`src/rtl/rubik_pkg.sv`:
```
// Shared types for the 2x2 cube scrambler: command encoding, faces, turns, FSM states, LFSR constants.
package rubik_pkg;

  typedef logic [3:0] cmd_t;

  localparam cmd_t CMD_NOP = 4'd0;
  localparam cmd_t CMD_U   = 4'd1;
  localparam cmd_t CMD_UP  = 4'd2;
  localparam cmd_t CMD_U2  = 4'd3;
  localparam cmd_t CMD_F   = 4'd4;
  localparam cmd_t CMD_FP  = 4'd5;
  localparam cmd_t CMD_F2  = 4'd6;
  localparam cmd_t CMD_R   = 4'd7;
  localparam cmd_t CMD_RP  = 4'd8;
  localparam cmd_t CMD_R2  = 4'd9;

  typedef enum logic [1:0] {FACE_U = 2'd0, FACE_F = 2'd1, FACE_R = 2'd2} face_t;
  typedef enum logic [1:0] {TURN_CW = 2'd0, TURN_CCW = 2'd1, TURN_HALF = 2'd2} turn_t;
  typedef enum logic [1:0] {ST_IDLE, ST_SCRAMBLE, ST_UNDO} state_t;

  localparam logic [15:0] LFSR_DEFAULT = 16'hACE1;
  localparam logic [15:0] LFSR_TAPS    = 16'hB400;

  // Quarter turns swap direction; half turns and reserved codes map to themselves / NOP.
  function automatic cmd_t cmd_inverse(input cmd_t c);
    cmd_t r;
    case (c)
      CMD_U:   r = CMD_UP;
      CMD_UP:  r = CMD_U;
      CMD_F:   r = CMD_FP;
      CMD_FP:  r = CMD_F;
      CMD_R:   r = CMD_RP;
      CMD_RP:  r = CMD_R;
      CMD_U2, CMD_F2, CMD_R2: r = c;
      default: r = CMD_NOP;
    endcase
    return r;
  endfunction

endpackage

```
`src/rtl/rubik_lfsr16.sv`:
```
// 16-bit Galois LFSR (taps 16'hB400, right shift) with seed load and advance enable.
module rubik_lfsr16
  import rubik_pkg::*;
(
  input  logic        clk_i,
  input  logic        rst_i,
  input  logic        load_i,
  input  logic        adv_i,
  input  logic [15:0] seed_i,
  output logic [15:0] state_o
);

  logic [15:0] r_state;

  function automatic logic [15:0] lfsr_step(input logic [15:0] l);
    return (l >> 1) ^ (l[0] ? LFSR_TAPS : 16'h0000);
  endfunction

  // A load that coincides with an issued move steps past the seed in the same edge.
  always_ff @(posedge clk_i) begin
    if (rst_i) begin
      r_state <= LFSR_DEFAULT;
    end else if (load_i) begin
      r_state <= adv_i ? lfsr_step(seed_i) : seed_i;
    end else if (adv_i) begin
      r_state <= lfsr_step(r_state);
    end
  end

  assign state_o = r_state;

endmodule

```
`src/rtl/rubik_scrambler.sv`:
```
// Pseudo-random scramble command source for the 2x2 cube engine.
// Define RUBIK_SCRAMBLE_UNDO_EN to replay the inverse sequence after the scramble.
module rubik_scrambler
  import rubik_pkg::*;
#(
  parameter  int MAX_LEN = 64,
  localparam int LEN_W   = $clog2(MAX_LEN + 1)
) (
  input  logic             clk_i,
  input  logic             rst_i,
  input  logic             start_i,
  input  logic [15:0]      seed_i,
  input  logic [LEN_W-1:0] len_i,
  input  logic             pause_i,
  output logic [3:0]       cmd_o,
  output logic             busy_o,
  output logic             done_o,
  output logic [LEN_W-1:0] count_o
);

  state_t           r_state;
  logic [LEN_W-1:0] r_len;
  logic [LEN_W-1:0] r_count;
  face_t            r_prev_face;
  cmd_t             r_cmd;
  logic             r_busy;
  logic             r_done;

  logic             w_accept;
  logic             w_issue;
  logic [LEN_W-1:0] w_len;
  logic [15:0]      w_seed;
  logic [15:0]      w_lfsr;
  logic [15:0]      w_cur;
  face_t            w_face;
  cmd_t             w_move;

  function automatic face_t move_face(input face_t prev, input logic [15:0] l);
    logic [2:0] s;
    s = {1'b0, prev} + 3'd1 + {2'b00, l[0]};
    if (s >= 3'd3) s = s - 3'd3;
    return face_t'(s[1:0]);
  endfunction

  function automatic cmd_t move_cmd(input face_t f, input logic [15:0] l);
    logic [1:0] t;
    t = (l[2:1] == 2'd3) ? 2'd2 : l[2:1];
    return 4'd1 + 4'd3 * {2'b00, f} + {2'b00, t};
  endfunction

  assign w_accept = (r_state == ST_IDLE) && start_i;
  assign w_len    = (len_i > LEN_W'(MAX_LEN)) ? LEN_W'(MAX_LEN) : len_i;
  assign w_seed   = (seed_i == 16'h0000) ? LFSR_DEFAULT : seed_i;
  assign w_issue  = (w_accept && (w_len != '0)) ||
                    ((r_state == ST_SCRAMBLE) && !pause_i && (r_count != r_len));
  // The move presented right after an accepted start is drawn from the seed itself.
  assign w_cur    = w_accept ? w_seed : w_lfsr;
  assign w_face   = move_face(w_accept ? FACE_R : r_prev_face, w_cur);
  assign w_move   = move_cmd(w_face, w_cur);

  rubik_lfsr16 u_lfsr (
    .clk_i   (clk_i),
    .rst_i   (rst_i),
    .load_i  (w_accept),
    .adv_i   (w_issue),
    .seed_i  (w_seed),
    .state_o (w_lfsr)
  );

`ifdef RUBIK_SCRAMBLE_UNDO_EN
  localparam int HIST_AW = $clog2(MAX_LEN);

  cmd_t r_hist [MAX_LEN];
  cmd_t w_pop;

  assign w_pop = cmd_inverse(r_hist[HIST_AW'(r_count - LEN_W'(1))]);

  always_ff @(posedge clk_i) begin
    if (w_issue) r_hist[w_accept ? '0 : HIST_AW'(r_count)] <= w_move;
  end
`endif

  always_ff @(posedge clk_i) begin
    if (rst_i) begin
      r_state     <= ST_IDLE;
      r_len       <= '0;
      r_count     <= '0;
      r_prev_face <= FACE_R;
      r_cmd       <= CMD_NOP;
      r_busy      <= 1'b0;
      r_done      <= 1'b0;
    end else begin
      r_done <= 1'b0;
      case (r_state)
        ST_IDLE: begin
          r_cmd <= CMD_NOP;
          if (start_i) begin
            r_len       <= w_len;
            r_count     <= '0;
            r_prev_face <= FACE_R;
            if (w_len == '0) begin
              r_done <= 1'b1;
            end else begin
              r_state     <= ST_SCRAMBLE;
              r_busy      <= 1'b1;
              r_cmd       <= w_move;
              r_count     <= LEN_W'(1);
              r_prev_face <= w_face;
            end
          end
        end
        ST_SCRAMBLE: begin
          if (pause_i) begin
            r_cmd <= CMD_NOP;
          end else if (r_count != r_len) begin
            r_cmd       <= w_move;
            r_count     <= r_count + LEN_W'(1);
            r_prev_face <= w_face;
          end else begin
`ifdef RUBIK_SCRAMBLE_UNDO_EN
            r_state <= ST_UNDO;
            r_cmd   <= w_pop;
            r_count <= r_count - LEN_W'(1);
`else
            r_state <= ST_IDLE;
            r_busy  <= 1'b0;
            r_done  <= 1'b1;
            r_cmd   <= CMD_NOP;
`endif
          end
        end
`ifdef RUBIK_SCRAMBLE_UNDO_EN
        ST_UNDO: begin
          if (pause_i) begin
            r_cmd <= CMD_NOP;
          end else if (r_count != '0) begin
            r_cmd   <= w_pop;
            r_count <= r_count - LEN_W'(1);
          end else begin
            r_state <= ST_IDLE;
            r_busy  <= 1'b0;
            r_done  <= 1'b1;
            r_cmd   <= CMD_NOP;
          end
        end
`endif
        default: begin
          r_state <= ST_IDLE;
          r_busy  <= 1'b0;
          r_cmd   <= CMD_NOP;
        end
      endcase
    end
  end

  assign cmd_o   = r_cmd;
  assign busy_o  = r_busy;
  assign done_o  = r_done;
  assign count_o = r_count;

endmodule
```
`config.mk`:
```
export PLATFORM = sky130hd
export DESIGN_NAME = rubik_scrambler
export DESIGN_NICKNAME = d
export VERILOG_FILES = /design/src/rtl/rubik_pkg.sv /design/src/rtl/rubik_lfsr16.sv /design/src/rtl/rubik_scrambler.sv
export SDC_FILE = /design/constraint.sdc
export NUM_CORES = 1
export LEC_CHECK = 0
export CORE_MARGIN = 1.5
export CORE_UTILIZATION = 52
export DETAILED_ROUTE_END_ITERATION = 10
export PLACE_DENSITY = 0.75
export REMOVE_ABC_BUFFERS = 1
export SLEW_MARGIN = 20
export SYNTH_ARGS = -nofsm -noshare
export SYNTH_HDL_FRONTEND = slang
export SYNTH_SLANG_ARGS = --single-unit
```
`constraint.sdc`:
```
create_clock -name clk_i -period 5.6 [get_ports clk_i]
set_input_delay 0.56 -clock clk_i [delete_from_list [all_inputs] [get_ports clk_i]]
set_output_delay 0.56 -clock clk_i [all_outputs]
set_load 0.005 [all_outputs]
```
# After elaboration in Yosys (flattened, before gate mapping)
# Index checks and enable logic that the tools add are counted.
dict set report totals {
  register_bits 40
  latchBits 0
  ramBits 0
  romBits 0
  inputBits 27
  output_inout_bits 13
  mem_count 0
}
dict set report op_classes {
  addsub 6
  multipliers 1
  n_div 0
  order_cmp 2
  n_eq_ne 8
  shift 0
  muxes 41
  n_bitwise 2
  reduce_logical 15
}
# op n
set ops {}
lappend ops {{16-bit two-way mux} 6}
lappend ops {{15-bit by 16-bit bitwise XOR with 16-bit output} 2}
lappend ops {{7-bit two-way mux} 4}
lappend ops {{2-bit two-way mux} 11}
lappend ops {{16-bit logical NOT} 1}
lappend ops {{4-bit two-way mux} 4}
lappend ops {{7-bit one-hot mux with 2 select lines} 1}
lappend ops {{1-bit two-way mux} 9}
lappend ops {{2-bit inequality test (second input constant)} 4}
lappend ops {{2-bit one-hot mux with 2 select lines} 2}
lappend ops {{4-bit one-hot mux with 2 select lines} 1}
lappend ops {{4-bit AND reduction} 2}
lappend ops {{7-bit by 1-bit adder with 7-bit output (second input constant)} 1}
lappend ops {{7-bit greater-than comparator (second input constant)} 1}
lappend ops {{7-bit logical NOT} 1}
lappend ops {{7-bit inequality test} 1}
lappend ops {{7-bit nonzero test} 1}
lappend ops {{1-bit by 4-bit adder with 4-bit output (first input constant)} 1}
lappend ops {{4-bit by 2-bit adder with 4-bit output} 1}
lappend ops {{1-bit logical AND} 4}
lappend ops {{2-bit by 2-bit multiplier with 4-bit output (first input constant)} 1}
lappend ops {{1-bit one-hot mux with 2 select lines} 2}
lappend ops {{2-bit nonzero test} 2}
lappend ops {{2-bit by 1-bit adder with 3-bit output (second input constant)} 1}
lappend ops {{11 further kinds} 11}

# Logic depth before layout (Yosys ltp)
# Gate-level depths: netlist of the first run.
dict set report depth {
  word_depth 13
  ltp_mapped 18
  ltp_nobuf 17
}

# Hierarchy
# From an unflattened synthesis of the first run, not the netlist that was laid out.
dict set report hier_totals {
  cells_unflattened 238
  area_unflattened_um2 2327.2
}
# module n_inst cells_per_inst area_each_um2 seq_area_each_um2
set modules_own_cells {}
lappend modules_own_cells {rubik_scrambler 1 170 1395.1 440.4}
lappend modules_own_cells {rubik_lfsr16 1 68 932.1 320.3}

# Worst setup path before layout of the first run
# Ideal clock, no wire load.
dict set report synth_timing {
  path_kind {input -> register}
  start {input start_i}
  end {register r_cmd[3] (netlist: cmd_o[3])}
  setup_time_ns 0.131
  arrival_time_ns 3.968
  path_slack_ns 1.501
  path_stages 17
  path_buffers 3
  cell_sequence {nor2b_1 -> clkbuf_1 -> clkbuf_1 -> buf_2 -> o21ai_0 -> ha_1 -> inv_1 -> fa_1 -> nor3_1 -> a21o_1 -> inv_1 -> fa_1 -> inv_1 -> ha_1 -> a21o_1 -> a21oi_1 -> nor3_1}
}
dict set report synth_between {
  elab_chain_cells 12
  elab_cells_between_ends 18
  cone_classes {5 x add/sub; 1 x mul; 1 x order compare; 1 x eq/ne; 9 x mux; 1 x reduce/logical}
}
# item line
set synth_rtl {}
lappend synth_rtl {{from (decl)} rubik_scrambler.sv:11} ;# input logic start_i,
lappend synth_rtl {{1-bit logical AND} rubik_scrambler.sv:51} ;# assign w_accept = (r_state == ST_IDLE) && start_i;
lappend synth_rtl {{2-bit two-way mux} rubik_scrambler.sv:58} ;# assign w_face = move_face(w_accept ? FACE_R : r_prev_face, w_cur);
lappend synth_rtl {{2-bit by 1-bit adder with 3-bit output} rubik_scrambler.sv:40} ;# s = {1'b0, prev} + 3'd1 + {2'b00, l[0]};
lappend synth_rtl {{3-bit by 1-bit adder with 3-bit output} rubik_scrambler.sv:40}
lappend synth_rtl {{3-bit by 2-bit greater-or-equal comparator with 1-bit output / 2-bit subtractor (equally long branches)} rubik_scrambler.sv:41} ;# if (s >= 3'd3) s = s - 3'd3;
lappend synth_rtl {{2-bit two-way mux} rubik_scrambler.sv:41}
lappend synth_rtl {{2-bit by 2-bit multiplier with 4-bit output} rubik_scrambler.sv:48} ;# return 4'd1 + 4'd3 * {2'b00, f} + {2'b00, t};
lappend synth_rtl {{1-bit by 4-bit adder with 4-bit output} rubik_scrambler.sv:48}
lappend synth_rtl {{4-bit by 2-bit adder with 4-bit output} rubik_scrambler.sv:48}
lappend synth_rtl {{4-bit two-way mux, on equally long branches} {rubik_scrambler.sv:115, rubik_scrambler.sv:101}}
lappend synth_rtl {{4-bit two-way mux, on equally long branches} {rubik_scrambler.sv:113, rubik_scrambler.sv:97}}
lappend synth_rtl {{4-bit one-hot mux with 2 select lines (*)} rubik_scrambler.sv:94} ;# case (r_state)
lappend synth_rtl {{to (signal assigned)} rubik_scrambler.sv:106} ;# r_cmd <= w_move;
lappend synth_rtl {{to (signal assigned)} rubik_scrambler.sv:116} ;# r_cmd <= w_move;
lappend synth_rtl {{to (decl)} rubik_scrambler.sv:25} ;# cmd_t r_cmd;
# Every way passes the cells marked *; elsewhere a longest branch is shown, timed or not.
# A chain may end at the register's enable or synchronous reset.

# Final worst setup path of the first run
dict set report layout_timing {
  start {input seed_i[6]}
  end {register r_cmd[3] (netlist: cmd_o[3])}
}
dict set report layout_between {
  elab_chain_cells 12
  elab_cells_between_ends 17
  cone_classes {4 x add/sub; 1 x mul; 1 x order compare; 1 x eq/ne; 9 x mux; 1 x reduce/logical}
}
# item line
set layout_rtl {}
lappend layout_rtl {{from (decl)} rubik_scrambler.sv:12} ;# input logic [15:0] seed_i,
lappend layout_rtl {{16-bit logical NOT (*)} rubik_scrambler.sv:53} ;# assign w_seed = (seed_i == 16'h0000) ? LFSR_DEFAULT : seed_i;
lappend layout_rtl {{16-bit two-way mux (*)} rubik_scrambler.sv:53}
lappend layout_rtl {{3-bit two-way mux (*)} rubik_scrambler.sv:57} ;# assign w_cur = w_accept ? w_seed : w_lfsr;
lappend layout_rtl {{3-bit by 1-bit adder with 3-bit output} rubik_scrambler.sv:40}
lappend layout_rtl {{3-bit by 2-bit greater-or-equal comparator with 1-bit output / 2-bit subtractor (equally long branches)} rubik_scrambler.sv:41}
lappend layout_rtl {{2-bit two-way mux} rubik_scrambler.sv:41}
lappend layout_rtl {{2-bit by 2-bit multiplier with 4-bit output} rubik_scrambler.sv:48}
lappend layout_rtl {{1-bit by 4-bit adder with 4-bit output} rubik_scrambler.sv:48}
lappend layout_rtl {{4-bit by 2-bit adder with 4-bit output (*)} rubik_scrambler.sv:48}
lappend layout_rtl {{4-bit two-way mux, on equally long branches} {rubik_scrambler.sv:115, rubik_scrambler.sv:101}}
lappend layout_rtl {{4-bit two-way mux, on equally long branches} {rubik_scrambler.sv:113, rubik_scrambler.sv:97}}
lappend layout_rtl {{4-bit one-hot mux with 2 select lines (*)} rubik_scrambler.sv:94}
# Marks and branches as above.

==> flow_summary.ini, run 1 <==
[run_status]
status = complete, no violations

[yosys]
avgSynthCellArea_sq_um = 8.37
yosysSeqAreaShare_pct = 34.8
synth_area_sq_um = 2180
ys_warn_count = 0
synthArstFlopShare_pct = 0
ys_seq_elements = 38
synth-edff-count = 0
ys.flop_type = dfxtp_1
synthCells = 261
synth.distinct_cells = 45

[timing]
drv_slew = 0
setup_violations = 0
fin_crit_ns = 4.51
rsz0062_at_grt = no
finalHoldWorstSlack_ns = 0.460
fmax_mhz = 222
worst_slew_pin_slew_ns = 1.10
fin_ws_ns = 1.09
skew_ns = 0.00366
finalHoldViolations = 0
max_slew_margin_pct = 26.1
tns_ns = 0
fin_crit_sh_pct = 80.5

[grt]
grt_usage_pct = 26.2
grt_max_degree = 25
antenna_found_initial = 0
grt_overflow_total = 0
grt-busiest-layer = met2
grt_pass1_wl_mm = 8.97
first_global_vias = 1899
met3_usage_pct = 6.00
grt.met1_usage_pct = 32.8
met2_usage_pct = 43.5

[run]
cap_violations = 0

[detailed_routing]
wl_mm = 5.55
wl_per_cell_um = 16.1
final_antenna_net_count = 0
drcViolationCount = 0
num_vias = 2092
drt_iter0_markers = 171
routed_via_density = 6.08
first_pass_iters = 4

[clocking]
cts_tree = built
clock_latency_ns = 0.29
htree_levels = 2
cts_buffer_depth = 2
postCtsSetupBuffers = 0
numCtsBuffers = 5
cts_resized = 0
ctsHoldBuffers = 0
clkSinkCount = 38
cts.clk_slew.worst_paths_ns = 0.07
clock-root-buffer = clkbuf_8

[pwr]
ir_worst_vdd_mv = 0.150
pwr_density_cell_nw_per_um2 = 291
power_leakage_nw = 0.996

[place]
globalplace.congestion = 0.897
placed_cell_area_sq_um = 2580
io_buffers = 39
dp_hpwl_mm = 3.91
dp_slack_ns = 0.830

[layout]
final_core_util_pct = 66.2
n_fill_cell = 399
num-nets-final = 329
diodes = 0
drive_above_1_share_pct = 5.10
area_delta_synth_final_pct = 22.2
design_area_sq_um = 2670

[worst_hold_path]
min_path_type = reg -> reg

[setup_path]
crit_fanout = 8
cp_slowest_cell = fa_1
critPathKind = in -> reg
slowest_delay_ns = 0.59
worstSetupEndpointType = register
path_cells = clkdlybuf4s50_1 -> nor4_1 -> and4_1 -> or3_1 -> o21ai_0 -> ha_1 -> inv_1 -> fa_1 -> nor3_1 -> a21o_1 -> inv_1 -> fa_1 -> inv_1 -> ha_1 -> a21o_1 -> a21oi_1 -> nor3_1
startpoint_type = primary input
critPathTopFamily = adder cells
path_common_cell = inv_1
crit_required_ns = 5.75
worst-path-buf-inv = 4
worstPathArrival_ns = 4.66

[floorplan]
num_rows = 23
die_height_um = 67.8
core_area_sq_um = 4030
die_w_um = 67.8
initial_core_util_pct = 54.2
io_pins = 40
die_area_sq_um = 4600
flip-flops by register name (all words and copies together) (netlist names):
| register | cells |
|---|---|
| u_lfsr.state_o | 16 |
| count_o | 7 |
| r_len | 7 |
| cmd_o | 4 |
| r_prev_face | 2 |
| busy_o | 1 |
| done_o | 1 |
cells in the final DEF, fill, tap and decap left out, types with 4 or more instances in the layout:
| cell type | n |
|---|---|
| clkdlybuf4s50_1 | 39 |
| nand3_1 | 5 |
| xnor2_1 | 8 |
| or3_1 | 4 |
| and3_1 | 4 |
| nor4_1 | 7 |
| nor2_1 | 13 |
| o22ai_1 | 6 |
| o31ai_1 | 4 |
| nand3b_1 | 7 |
| nand2_1 | 28 |
| dfxtp_1 | 38 |
| clkbuf_8 | 6 |
| ha_1 | 6 |
| xor2_1 | 8 |
| o32ai_1 | 4 |
| inv_1 | 11 |
| mux2i_1 | 11 |
| a21oi_1 | 22 |
| nor3_1 | 9 |
| o21ai_0 | 12 |
final timing paths:
path | cells past startpoint | slack [ns] | to | start
hold / removal | 2 | 0.46 | r_prev_face[0]$_SDFFE_PP0P_ | r_prev_face[0]$_SDFFE_PP0P_
hold reg to reg | 2 | 0.46 | r_prev_face[0]$_SDFFE_PP0P_ | r_prev_face[0]$_SDFFE_PP0P_
setup / recovery | 17 | 1.09 | cmd_o[3]$_SDFF_PP0_ | seed_i[6]
setup reg to reg | 16 | 1.63 | cmd_o[3]$_SDFF_PP0_ | busy_o$_SDFFE_PP0P_
worst register-to-register path: cells and delay by family, from the launching register on:
family / cells / cell delay [ns]
compound gates: 4 / 0.56
buf+inv: 4 / 0.46
fa+ha+maj: 4 / 1.69
simple gates: 4 / 0.59
flops: 1 / 0.52
final cells by class:
cell class	instances	area, sq um	area share [%]
multi-input combinational	195	1300	48.7
timing repair buffer	42	413	15.5
inverter	11	41.3	1.55
tap	50	62.6	2.35
clock buffer	7	86.3	3.24
clock inverter	1	5.00	0.188
sequential	38	761	28.5
cells in the mapped netlist (all sizes together) (2+ instances only):
cell type	instances	area, sq um
dfxtp	38	761
nand2	28	105
a21oi	23	126
nor2	14	55.1
o21ai	12	60.1
inv	11	41.3
mux2i	11	110
clkbuf	9	33.8
nor3	9	45.0
buf	8	48.8
xnor2	8	70.1
xor2	8	70.1
nand3b	7	52.6
nor4	7	43.8
ha	6	75.1
o22ai	6	37.5
nand3	5	25.0
o31ai	5	42.5
and3	4	25.0
o32ai	4	35.0
or3	4	25.0
a22oi	3	22.5
a31oi	3	18.8
fa	3	60.1
nand2b	3	18.8
nor2b	3	18.8
a211oi	2	15.0
a21o	2	15.0
mux2	2	22.5
nand4	2	12.5
o2111ai	2	17.5
o221ai	2	17.5
where the power goes:
group | switching [mW] | internal [mW]
Combinational | 0.138 | 0.127
Sequential | 0.0173 | 0.298
Clock | 0.0959 | 0.0993
cell families (layout without fill, tap and decap cells):
logic type	Yosys count	after routing	synth area share, %
compound gates	69	69	20.6
xor+xnor	16	16	6.42
fa+ha+maj	9	9	6.19
buf+inv	28	61	5.67
flops	38	38	34.8
mux	13	13	6.07
simple gates	88	88	20.2
metrics by stage:
| stage | power (mW) | std cells |
|---|---|---|
| after floorplan | 0.485 | 244 |
| after global placement | 0.569 | 336 |
| after detailed placement | 0.583 | 336 |
| after CTS | 0.779 | 344 |
| after global routing | 0.825 | 344 |
| final | 0.775 | 344 |
routing by layer:
| layer | wire [um] | share of wire (%) |
|---|---|---|
| met4 | 91 | 1.6 |
| met1 | 2460 | 44 |
| met2 | 2690 | 48 |
| met5 | 0 | 0 |
| met3 | 304 | 5.5 |
(Power assumes the default switching activity.)
==> inputs of run 2 (changes only) <==
Clock period 5.6 ns to 4.61 ns, I/O delays scaled along.
==> run 2 against run 1 <==
Critical path depth stayed put. Flip-flop and latch count stayed put. Global-route usage grew 0.14 points. Die area did not move. Non-clock buffer count grew 3.
==> flow_summary.ini, run 2 (same netlist as run 1, synthesis figures left out) <==
[clocking]
cts_resized = 0
clock_latency_ns = 0.28
cts_buffer_depth = 2
cts_tree = built
postCtsSetupBuffers = 0
htree_levels = 2
clkSinkCount = 38
ctsHoldBuffers = 0
numCtsBuffers = 5
cts.clk_slew.worst_paths_ns = 0.07
clock-root-buffer = clkbuf_8

[pwr]
pwr_density_cell_nw_per_um2 = 354
power_leakage_nw = 1.02
ir_worst_vdd_mv = 0.191

[grt]
antenna_found_initial = 0
first_global_vias = 1940
grt_max_degree = 24
grt_pass1_wl_mm = 9.13
grt_overflow_total = 0
grt_usage_pct = 26.4

[setup_path]
crit_required_ns = 4.77
worst-path-buf-inv = 4
worstPathArrival_ns = 4.45
slowest_delay_ns = 0.58
path_cells = clkdlybuf4s50_1 -> nor4_1 -> and4_1 -> or3_1 -> o21ai_0 -> ha_1 -> inv_1 -> fa_1 -> nor3_1 -> a21o_1 -> inv_1 -> fa_1 -> inv_1 -> ha_1 -> a21o_1 -> a21oi_1 -> nor3_1
startpoint_type = primary input
cp_slowest_cell = fa_1
critPathKind = in -> reg
path_common_cell = inv_1
crit_fanout = 4
worstSetupEndpointType = register
critPathTopFamily = adder cells

[layout]
finalNonFillerCells = 347
diodes = 0
layout.cells.most_common = clkdlybuf4s50_1
num-nets-final = 332
design_area_sq_um = 2720
mostFrequentLayoutCells = clkdlybuf4s50_1 (39), dfxtp_1 (38), nand2_1 (28)
drive_above_1_share_pct = 6.40
area_delta_synth_final_pct = 24.5
largest_reg_flops = 16

[floorplan]
core_area_sq_um = 4030
initial_core_util_pct = 54.2
die_height_um = 67.8
num_rows = 23
die_w_um = 67.8
io_pins = 40
die_area_sq_um = 4600

[detailed_routing]
num_vias = 2060
drt_iter0_markers = 132
met1_length_mm = 2.41
wl_met3_um = 318
wl_per_cell_um = 16.0
drcViolationCount = 0
wl_mm = 5.54
first_pass_iters = 4
dr_wl_met2_mm = 2.77
routed_via_density = 5.94
highest_layer = met4
final_antenna_net_count = 0

[timing]
fin_crit_sh_pct = 93.2
setup_violations = 0
drv_slew = 0
fin_crit_ns = 4.30
finalHoldViolations = 0
tns_ns = 0
skew_ns = 0.00404
max_slew_margin_pct = 29.4
rsz0062_at_grt = no
worst_slew_pin_slew_ns = 1.06
fmax_mhz = 233

[run]
cap_violations = 0

[place]
globalplace.congestion = 0.853
io_buffers = 39
dp_hpwl_mm = 3.87
placed_cell_area_sq_um = 2600
dpl.cell_count = 339

[run_status]
status = complete, no violations

[worst_hold_path]
min_path_type = reg -> reg
==> run 2: cell count changes in the layout (fill, tap and decap cells not counted) <==
cell | before | now
clkbuf_1 | 1 | 0
o31ai_2 | 1 | 0
clkbuf_8 | 6 | 8
buf_4 | 3 | 6
clkinv_2 | 1 | 0
o31ai_4 | 0 | 1
==> run 2: worst paths after layout <==
path,to,start,slack [ns],cells after the start
worst max-delay path,cmd_o[3]$_SDFF_PP0_,seed_i[6],0.31,17
worst min-delay path,r_len[5]$_SDFFE_PP0P_,r_len[5]$_SDFFE_PP0P_,0.47,2
worst max register to register,cmd_o[3]$_SDFF_PP0_,busy_o$_SDFFE_PP0P_,0.90,15
worst min register to register,r_len[5]$_SDFFE_PP0P_,r_len[5]$_SDFFE_PP0P_,0.47,2
==> run 2: final cells by class <==
type	instances	area, sq um
fillers	362	1310
multi-input cells	195	1310
flip-flops and latches	38	761
repair buffers	45	435
clock buffers	8	110
well taps	50	62.6
inverters	11	41.3
==> run 2: power breakdown <==
part	total [mW]	switching, mW	leakage (nW)	internal (mW)
clock	0.264	0.113	0.0575	0.151
combinational	0.315	0.161	0.652	0.153
sequential	0.383	0.0212	0.312	0.362
==> run 2: through the flow <==
| stage | worst slack [ns] | power, mW | util [%] | hold slack, ns |
|---|---|---|---|---|
| 2_1_floorplan | 0.420 | 0.590 | - | 0.426 |
| 3_3_place_gp | 0.256 | 0.693 | 64.5 | 0.449 |
| 3_5_place_dp | 0.0710 | 0.700 | 64.5 | 0.458 |
| 4_1_cts | 0.375 | 0.963 | 67.2 | 0.470 |
| 5_1_grt | 0.106 | 1.03 | 67.5 | 0.494 |
| 6_report | 0.312 | 0.962 | 67.5 | 0.471 |
==> run 2: tightest hold or removal path: stages, from the launching register on <==
cell     delay (ns)
dfxtp_1        0.32
nand2_1        0.06
a21oi_1        0.05
==> run 2: per-layer routing <==
metal | GRT usage [%] | vias up
li1 | - | 1013
met1 | 34.1 | 975
met2 | 44.4 | 66
met3 | 5.33 | 6
met4 | 7.75 | 0
met5 | 0 | -
